### src/rtl/program_sequencer_pkg.sv
// Shared types and encodings for the program sequencer: FSM states, opcode
// prefixes, register codes, reg_en bit positions and bus-source selects.
package program_sequencer_pkg;

  typedef enum logic [1:0] {
    FETCH = 2'd0,
    EXEC  = 2'd1,
    HALT  = 2'd2
  } state_t;

  // Opcode prefixes, matched against the top bits of ir
  localparam logic [1:0] OP_MOV_PREFIX = 2'b10;
  localparam logic [2:0] OP_ALU_PREFIX = 3'b110;
  localparam logic [3:0] OP_JMP_PREFIX = 4'b1110;
  localparam logic [3:0] OP_JNZ_PREFIX = 4'b1111;

  // Register codes shared by load/mov fields (code 4 is o_reg as a
  // destination and r as a source)
  localparam logic [2:0] CODE_X0    = 3'd0;
  localparam logic [2:0] CODE_X1    = 3'd1;
  localparam logic [2:0] CODE_Y0    = 3'd2;
  localparam logic [2:0] CODE_Y1    = 3'd3;
  localparam logic [2:0] CODE_O_REG = 3'd4;
  localparam logic [2:0] CODE_R     = 3'd4;
  localparam logic [2:0] CODE_M     = 3'd5;
  localparam logic [2:0] CODE_I     = 3'd6;
  localparam logic [2:0] CODE_DM    = 3'd7;

  localparam int EN_X0    = 0;
  localparam int EN_X1    = 1;
  localparam int EN_Y0    = 2;
  localparam int EN_Y1    = 3;
  localparam int EN_R     = 4;
  localparam int EN_M     = 5;
  localparam int EN_I     = 6;
  localparam int EN_DM    = 7;
  localparam int EN_O_REG = 8;

  localparam logic [3:0] SRC_SEL_IMM   = 4'd8;
  localparam logic [3:0] SRC_SEL_IPINS = 4'd9;

  localparam logic [7:0] MOV_IPINS_OPCODE = 8'hA4;
  localparam logic [7:0] HALT_OPCODE      = 8'hBF;

  // Destination code to write enable; code 4 targets o_reg, not r
  function automatic logic [8:0] dst_onehot(input logic [2:0] dst);
    logic [8:0] en;
    en = '0;
    if (dst == CODE_O_REG) en[EN_O_REG] = 1'b1;
    else                   en[dst]      = 1'b1;
    return en;
  endfunction

endpackage

### src/rtl/program_sequencer_decoder.sv
// Combinational instruction decoder: ir and r_eq_0 to unit control signals.
// The halt opcode is recognised only when PROGRAM_SEQUENCER_HALT_EN is defined.
module seq_decoder
  import program_sequencer_pkg::*;
(
  input  logic [7:0] ir,
  input  logic       r_eq_0,
  output logic [8:0] reg_en,
  output logic [3:0] source_sel,
  output logic       i_sel,
  output logic       x_sel,
  output logic       y_sel,
  output logic       jump_taken,
  output logic       halt_op
);

  always_comb begin
    reg_en     = '0;
    source_sel = '0;
    i_sel      = 1'b0;
    x_sel      = 1'b0;
    y_sel      = 1'b0;
    jump_taken = 1'b0;
    halt_op    = 1'b0;
    if (!ir[7]) begin
      // load immediate nibble; a dm destination also post-increments i
      reg_en     = dst_onehot(ir[6:4]);
      source_sel = SRC_SEL_IMM;
      if (ir[6:4] == CODE_DM) begin
        reg_en[EN_I] = 1'b1;
        i_sel        = 1'b1;
      end
    end else if (ir[7:6] == OP_MOV_PREFIX) begin
      if (ir == MOV_IPINS_OPCODE) begin
        source_sel       = SRC_SEL_IPINS;
        reg_en[EN_O_REG] = 1'b1;
      end else if (ir[5:3] == ir[2:0]) begin
`ifdef PROGRAM_SEQUENCER_HALT_EN
        halt_op = (ir == HALT_OPCODE);
`endif
      end else begin
        reg_en     = dst_onehot(ir[5:3]);
        source_sel = {1'b0, ir[2:0]};
        // dm traffic bumps i by m, unless i itself is being loaded
        if ((ir[5:3] == CODE_DM || ir[2:0] == CODE_DM) && ir[5:3] != CODE_I) begin
          reg_en[EN_I] = 1'b1;
          i_sel        = 1'b1;
        end
      end
    end else if (ir[7:5] == OP_ALU_PREFIX) begin
      reg_en[EN_R] = 1'b1;
      x_sel        = ir[4];
      y_sel        = ir[3];
    end else if (ir[7:4] == OP_JMP_PREFIX) begin
      jump_taken = 1'b1;
    end else begin
      jump_taken = !r_eq_0;
    end
  end

endmodule

### src/rtl/program_sequencer.sv
// Fetch/execute sequencer: owns pc, ir and the FETCH/EXEC/HALT FSM.
// Define PROGRAM_SEQUENCER_HALT_EN to let opcode 8'hBF park the FSM in HALT.
module program_sequencer
  import program_sequencer_pkg::*;
(
  input  logic       clk,
  input  logic       sync_reset,
  input  logic [7:0] pm_data,
  input  logic       r_eq_0,
  output logic [7:0] pc,
  output logic [7:0] ir,
  output logic [8:0] reg_en,
  output logic [3:0] source_sel,
  output logic       i_sel,
  output logic       x_sel,
  output logic       y_sel,
  output logic       halted,
  output state_t     state_dbg
);

  state_t     state, next_state;
  logic [8:0] dec_reg_en;
  logic [3:0] dec_source_sel;
  logic       dec_i_sel, dec_x_sel, dec_y_sel, dec_jump, dec_halt;
  logic       exec_active;

  seq_decoder u_decoder (
    .ir         (ir),
    .r_eq_0     (r_eq_0),
    .reg_en     (dec_reg_en),
    .source_sel (dec_source_sel),
    .i_sel      (dec_i_sel),
    .x_sel      (dec_x_sel),
    .y_sel      (dec_y_sel),
    .jump_taken (dec_jump),
    .halt_op    (dec_halt)
  );

  always_ff @(posedge clk) begin
    if (sync_reset) state <= FETCH;
    else            state <= next_state;
  end

  always_comb begin
    next_state = state;
    case (state)
      FETCH:   next_state = EXEC;
      EXEC:    next_state = dec_halt ? HALT : FETCH;
      HALT:    next_state = HALT;
      default: next_state = FETCH;
    endcase
  end

  // Reset blanks the controls in the same cycle so no unit register is written
  assign exec_active = (state == EXEC) && !sync_reset;

  always_comb begin
    reg_en     = '0;
    source_sel = '0;
    i_sel      = 1'b0;
    x_sel      = 1'b0;
    y_sel      = 1'b0;
    if (exec_active) begin
      reg_en     = dec_reg_en;
      source_sel = dec_source_sel;
      i_sel      = dec_i_sel;
      x_sel      = dec_x_sel;
      y_sel      = dec_y_sel;
    end
  end

  // pc is already incremented by EXEC, so the jump stays in the next pc's page
  always_ff @(posedge clk) begin
    if (sync_reset) begin
      pc <= 8'h00;
      ir <= 8'h00;
    end else if (state == FETCH) begin
      ir <= pm_data;
      pc <= pc + 8'd1;
    end else if (state == EXEC && dec_jump) begin
      pc <= {pc[7:4], ir[3:0]};
    end
  end

`ifdef PROGRAM_SEQUENCER_HALT_EN
  assign halted = (state == HALT);
`else
  assign halted = 1'b0;
`endif

  assign state_dbg = state;

endmodule
### config.mk
export PLATFORM = sky130hd
export DESIGN_NAME = program_sequencer
export DESIGN_NICKNAME = d
export VERILOG_FILES = /design/src/rtl/program_sequencer_pkg.sv /design/src/rtl/program_sequencer_decoder.sv /design/src/rtl/program_sequencer.sv
export SDC_FILE = /design/constraint.sdc
export NUM_CORES = 1
export LEC_CHECK = 0
export CAP_MARGIN = 30
export CORE_MARGIN = 3
export CORE_UTILIZATION = 45
export CTS_BUF_LIST = sky130_fd_sc_hd__clkbuf_8
export DETAILED_ROUTE_END_ITERATION = 8
export GPL_TIMING_DRIVEN = 0
export PLACE_DENSITY = 0.82
export SYNTH_ARGS = -nofsm -noshare
export SYNTH_HDL_FRONTEND = slang
export SYNTH_SLANG_ARGS = --single-unit
### constraint.sdc
create_clock -name clk -period 2.21 [get_ports clk]
set_clock_uncertainty 0.05 [all_clocks]
set_input_delay 0.442 -clock clk [delete_from_list [all_inputs] [get_ports clk]]
set_output_delay 0.442 -clock clk [all_outputs]
set_load 0.005 [all_outputs]
# Word level (Yosys, flattened, before mapping)
# Index checks and enable logic that the tools add are counted.
# word_totals
ff_bits	18
in_bits	11
# classes
n_addsub	1
order_cmp	4
eq_ne	13
muxes	46
reduce_logical	10
# ops
cell	n
two-way mux 8 bit	4
two-way mux 1 bit	28
two-way mux 4 bit	7
two-way mux 9 bit	3
equality test 3 bit (second input constant)	6
< comparator 3 x 5 -> 1 bit (second input constant)	2
adder 8 x 1 -> 8 bit (second input constant)	1
equality test 8 bit (second input constant)	1
demux 1 bit (select 3 bit)	2
>= comparator 3 x 1 -> 1 bit (second input constant)	2
logical AND 1 bit	5
equality test 2 bit (second input constant)	2
equality test 4 bit (second input constant)	1
one-hot mux 2 bit (2 select lines)	1
equality test 3 bit	1
two-way mux 3 bit	1
inequality test 3 bit (second input constant)	1
equality test 2 x 1 -> 1 bit (second input constant)	1
logical NOT 1 bit	2
logical NOT 2 bit	1
nonzero test 2 bit	1
logical OR 1 bit	1

# Logic depth before layout (Yosys ltp)
# depth
word_depth	11
depth_mapped	6
mapped_depth_nobuf	5

# Modules after synthesis
# Synthesis repeated with hierarchy kept, for this count alone.
# unflattened
cells_unflattened	171
area_unflattened_um2	1286.2
# by_module_without_submodules
module	instances	cells_each	area_per_inst_um2	seq_area_each_um2
program_sequencer	1	116	909.6	360.3
seq_decoder	1	55	376.6	0.0

# Worst setup path before layout
# OpenSTA, ideal clock, no wires.
# synth_timing
kind	input to output
from	input sync_reset
to	output reg_en[0]
arrival_time_ns	1.514
required_time_ns	1.718
slack_ns	0.204
path_stages	4
path_cell_list	buf_2 nor3b_1 nand2b_1 a2111oi_0
# synth_between
elab_chain_len	3
# synth_rtl
item	line	source
from (decl)	program_sequencer.sv:7	input logic sync_reset,
logical NOT 1 bit	program_sequencer.sv:55	assign exec_active = (state == EXEC) && !sync_reset;
logical AND 1 bit	program_sequencer.sv:55	
two-way mux 9 bit	program_sequencer.sv:63	if (exec_active) begin
to (decl)	program_sequencer.sv:12	output logic [8:0] reg_en,
# No other way between the ends.

# Worst setup path in the final report
# layout_timing
from	register ir[4]
to	output reg_en[3]
# layout_between
elab_chain_len	10
elab_cells_between_ends	21
cone_classes	order compare: 4; eq/ne: 4; mux: 11; reduce/logical: 2
# layout_rtl
item	line	source
from (decl)	program_sequencer.sv:11	output logic [7:0] ir,
from (signal assigned)	program_sequencer.sv:78	ir <= pm_data;
< comparator 3 x 5 -> 1 bit (implied by the code) or >= comparator 3 x 1 -> 1 bit (tied branches)	program_sequencer_pkg.sv:50	else en[dst] = 1'b1;
logical AND 1 bit (implied by the code)	program_sequencer_pkg.sv:50	
two-way mux 1 bit (implied by the code)	program_sequencer_pkg.sv:50	
demux 1 bit (select 3 bit)	n/a	
two-way mux 8 bit	program_sequencer_pkg.sv:49	if (dst == CODE_O_REG) en[EN_O_REG] = 1'b1;
two-way mux 9 bit	program_sequencer_decoder.sv:37	end else if (ir[5:3] == ir[2:0]) begin
two-way mux 8 bit	program_sequencer_decoder.sv:34	if (ir == MOV_IPINS_OPCODE) begin
two-way mux 4 bit	program_sequencer_decoder.sv:33	end else if (ir[7:6] == OP_MOV_PREFIX) begin
two-way mux 9 bit (*)	program_sequencer_decoder.sv:25	if (!ir[7]) begin
two-way mux 9 bit (*)	program_sequencer.sv:63	
# Mark *: on every way between the ends. The rest lies on a longest branch, timed or not.

==> qor.csv <==
stage;metric;value;unit
grt;antenna_found_initial;0;
die;die_x;57.0;um
synthesis;synthMostInstantiatedCell;nand2_1;
clock_network;cts.sinks;18;
die;fp.coreArea;0.00234;sq mm
sta;fin_crit_sh;103;%
setup_path;arrival;1.78;ns
setup_path;cp-end-kind;output port;
setup_path;path_cells;buf_8 > xnor2_4 > nand3_4 > buf_6 > a22oi_1 > nor3_1 > dlygate4sd2_1;
setup_path;cp_data_required_time;1.72;ns
synthesis;synth.distinct_cells;41;
sta;grt_setup_unrepaired;yes;
place;io_buffers;43;
power_and_ir_drop;p_leak;0.794;nW
sta;slew_viol_final;0;
drt;drt_iter0_drc;77;
synthesis;netlist.top_cell.by_area;dfxtp_1;
place;gp_congestion;0.821;
drt;viasPerCell;6.03;
synthesis;ys_seq_area_share;30.8;%
setup_path;cp_num_buf_inv;3;
clock_network;cts_tree;done;
drt;drtPass1Iterations;4;
die;ios;46;
grt;use_met3;4.07;%
sta;min_period;2.27;ns
power_and_ir_drop;ir_worst_vdd;0.413;mV
drt;wl_per_cell;17.9;um
synthesis;async_flop_share;0;%
die;die_height;57.0;um
grt;met2_usage;42.3;%
synthesis;syn_area_per_cell;7.55;sq um
grt;grtUsageTotal;24.2;%
die;dieArea;0.00325;sq mm
drt;ant_nets;0;
setup_path;path_max_fanout;7;
clock_network;htreeDepth;1;
min_path;hold_path.class;in2reg;
power_and_ir_drop;p_per_area;435;mW/mm^2
outcome;status;finished with violations;
synthesis;synth_area_leaders;dfxtp_1 (31%), nand2_1 (8.0%), a21oi_1 (5.6%);
power_and_ir_drop;total_power;0.884;mW
die;initial_core_util;50.0;%
synthesis;synthFlopType;dfxtp_1;
synthesis;synthCells;155;
clock_network;clock_latency;0.25;ns
synthesis;synth_top_cell_area_share;30.8;%
grt;grt_overflow_total;0;
synthesis;ys_warn_count;0;
sta;setup_ws;-0.0599;ns
grt;first_global_vias;1449;
drt;post-route-drc-count;0;
clock_network;numCtsBuffers;3;
synthesis;synth_commonest_cells;nand2_1 (25), dfxtp_1 (18), a21oi_1 (13), nor2_1 (12), nand3_1 (8);
drt;drt_wl_total;4390;um
final_layout;drive_above_1_share;30.4;%
die;rows;17;
sta;fin_hold_ws;0.471;ns
final_layout;instances_no_fill;245;
setup_path;slowest_delay;0.33;ns
setup_path;crit_family;buffers and inverters;
setup_path;crit_path_start_kind;flop;
outcome;violations;setup timing;
synthesis;synth_enable_flop_cells;0;
setup_path;critPathKind;reg2out;
drt;vias;1477;
clock_network;cts.path.max_buffers;2;
synthesis;synth_nets;167;
final_layout;n_antenna_cell;0;
sta;slew_headroom;60.0;%
sta;timing.fmax;441;MHz
sta;final-hold-violation-count;0;
sta;setup_viol;4;
place;dp_hpwl;2390;um
grt;top_usage_layer;met2;
synthesis;ys_ff_latch;18;
synthesis;netlist_area;0.00117;sq mm
grt;grt_pass1_wl;6410;um
place;dp_cells;226;
final_layout;areaGrowthSynthToFinish;73.5;%
sta;tightest_slew;0.598;ns
clock_network;path_clk_slew;0.07;ns
clock_network;clockRootBuffer;clkbuf_8;
grt;gr-usage-met1;27.8;%
clock_network;holdBufCountCts;0;
final_layout;nets;231;
run;drv_cap;0;
setup_path;cpMaxStageDelayCell;dfxtp_2;
grt;grt_start_max_net_pins;11;
power breakdown:
part | internal (mW) | switching [mW] | total [mW]
Sequential | 0.342 | 0.0291 | 0.371
Combinational | 0.153 | 0.137 | 0.289
Clock | 0.121 | 0.102 | 0.224
final cells by class:
type | instances | area, sq um
well taps | 28 | 35.0
fillers | 122 | 310
plain buffers | 11 | 101
repair buffers | 59 | 543
clock buffers | 3 | 41.3
multi-input cells | 120 | 908
flip-flops and latches | 18 | 374
inverters | 6 | 26.3
worst paths after layout:
kind	start	to	slack, ns	depth (start not counted)
max	ir[4]	reg_en[3]	-0.06	7
min reg2reg	pc[7]	pc[7]	0.49	2
max reg2reg	ir[6]	pc[2]	0.48	4
min	sync_reset	ir[5]	0.47	2
kinds of logic after synthesis:
family,Yosys count,share of synthesized area (%)
AOI/OAI and AO/OA,30,18.2
xor gates and xnor gates,7,5.24
adders and majority gates,1,1.07
buffers and inverters,17,7.91
DFF,18,30.8
muxes,3,2.57
other,1,0.321
and+or+nand+nor,78,33.9
per-stage QoR:
step | area, sq um | TNS (ns) | setup WS, ns | utilization (%)
after floorplan | 1170 | 0 | 0.204 | -
after global placement | 1640 | -3.21 | -0.493 | 69.9
after detailed placement | 1640 | -3.43 | -0.479 | 69.9
after CTS | 1860 | -0.0440 | -0.0175 | 79.5
after global routing | 2030 | -0.647 | -0.166 | 86.7
final | 2030 | -0.138 | -0.0599 | 86.7
metal layers:
layer | vias up | wire (um)
met4 | 0 | 168
met1 | 691 | 1700
met2 | 95 | 2200
met5 | - | 0
met3 | 19 | 322
li1 | 672 | -
placed cells by master (no fill, tap or decap), types with 3 or more instances in the layout:
| cell type | instances |
|---|---|
| clkdlybuf4s50_1 | 28 |
| nand2_1 | 24 |
| a21oi_1 | 13 |
| buf_4 | 13 |
| nor2_1 | 11 |
| dfxtp_1 | 9 |
| buf_6 | 8 |
| dfxtp_2 | 8 |
| dlygate4sd2_1 | 7 |
| nand3_1 | 6 |
| clkbuf_8 | 4 |
| inv_1 | 4 |
| nand4_1 | 4 |
| xnor2_4 | 3 |
| nor2b_1 | 3 |
| a2111oi_4 | 3 |
| and2_1 | 3 |
| mux2i_1 | 3 |
| clkbuf_2 | 3 |
registers in the layout (all words and copies together) (netlist names):
name,count
ir,8
pc,8
state_dbg,2
what timing repair did:
action | 4_1_cts | 5_1_grt
pin swaps | 7 | 9
endpoints found under the hold margin | 0 | 0
resized for setup | 53 | 31
setup endpoints to repair | 16 | 10
setup buffers | 10 | 6
Note: power is estimated with default switching activity, not from simulation.
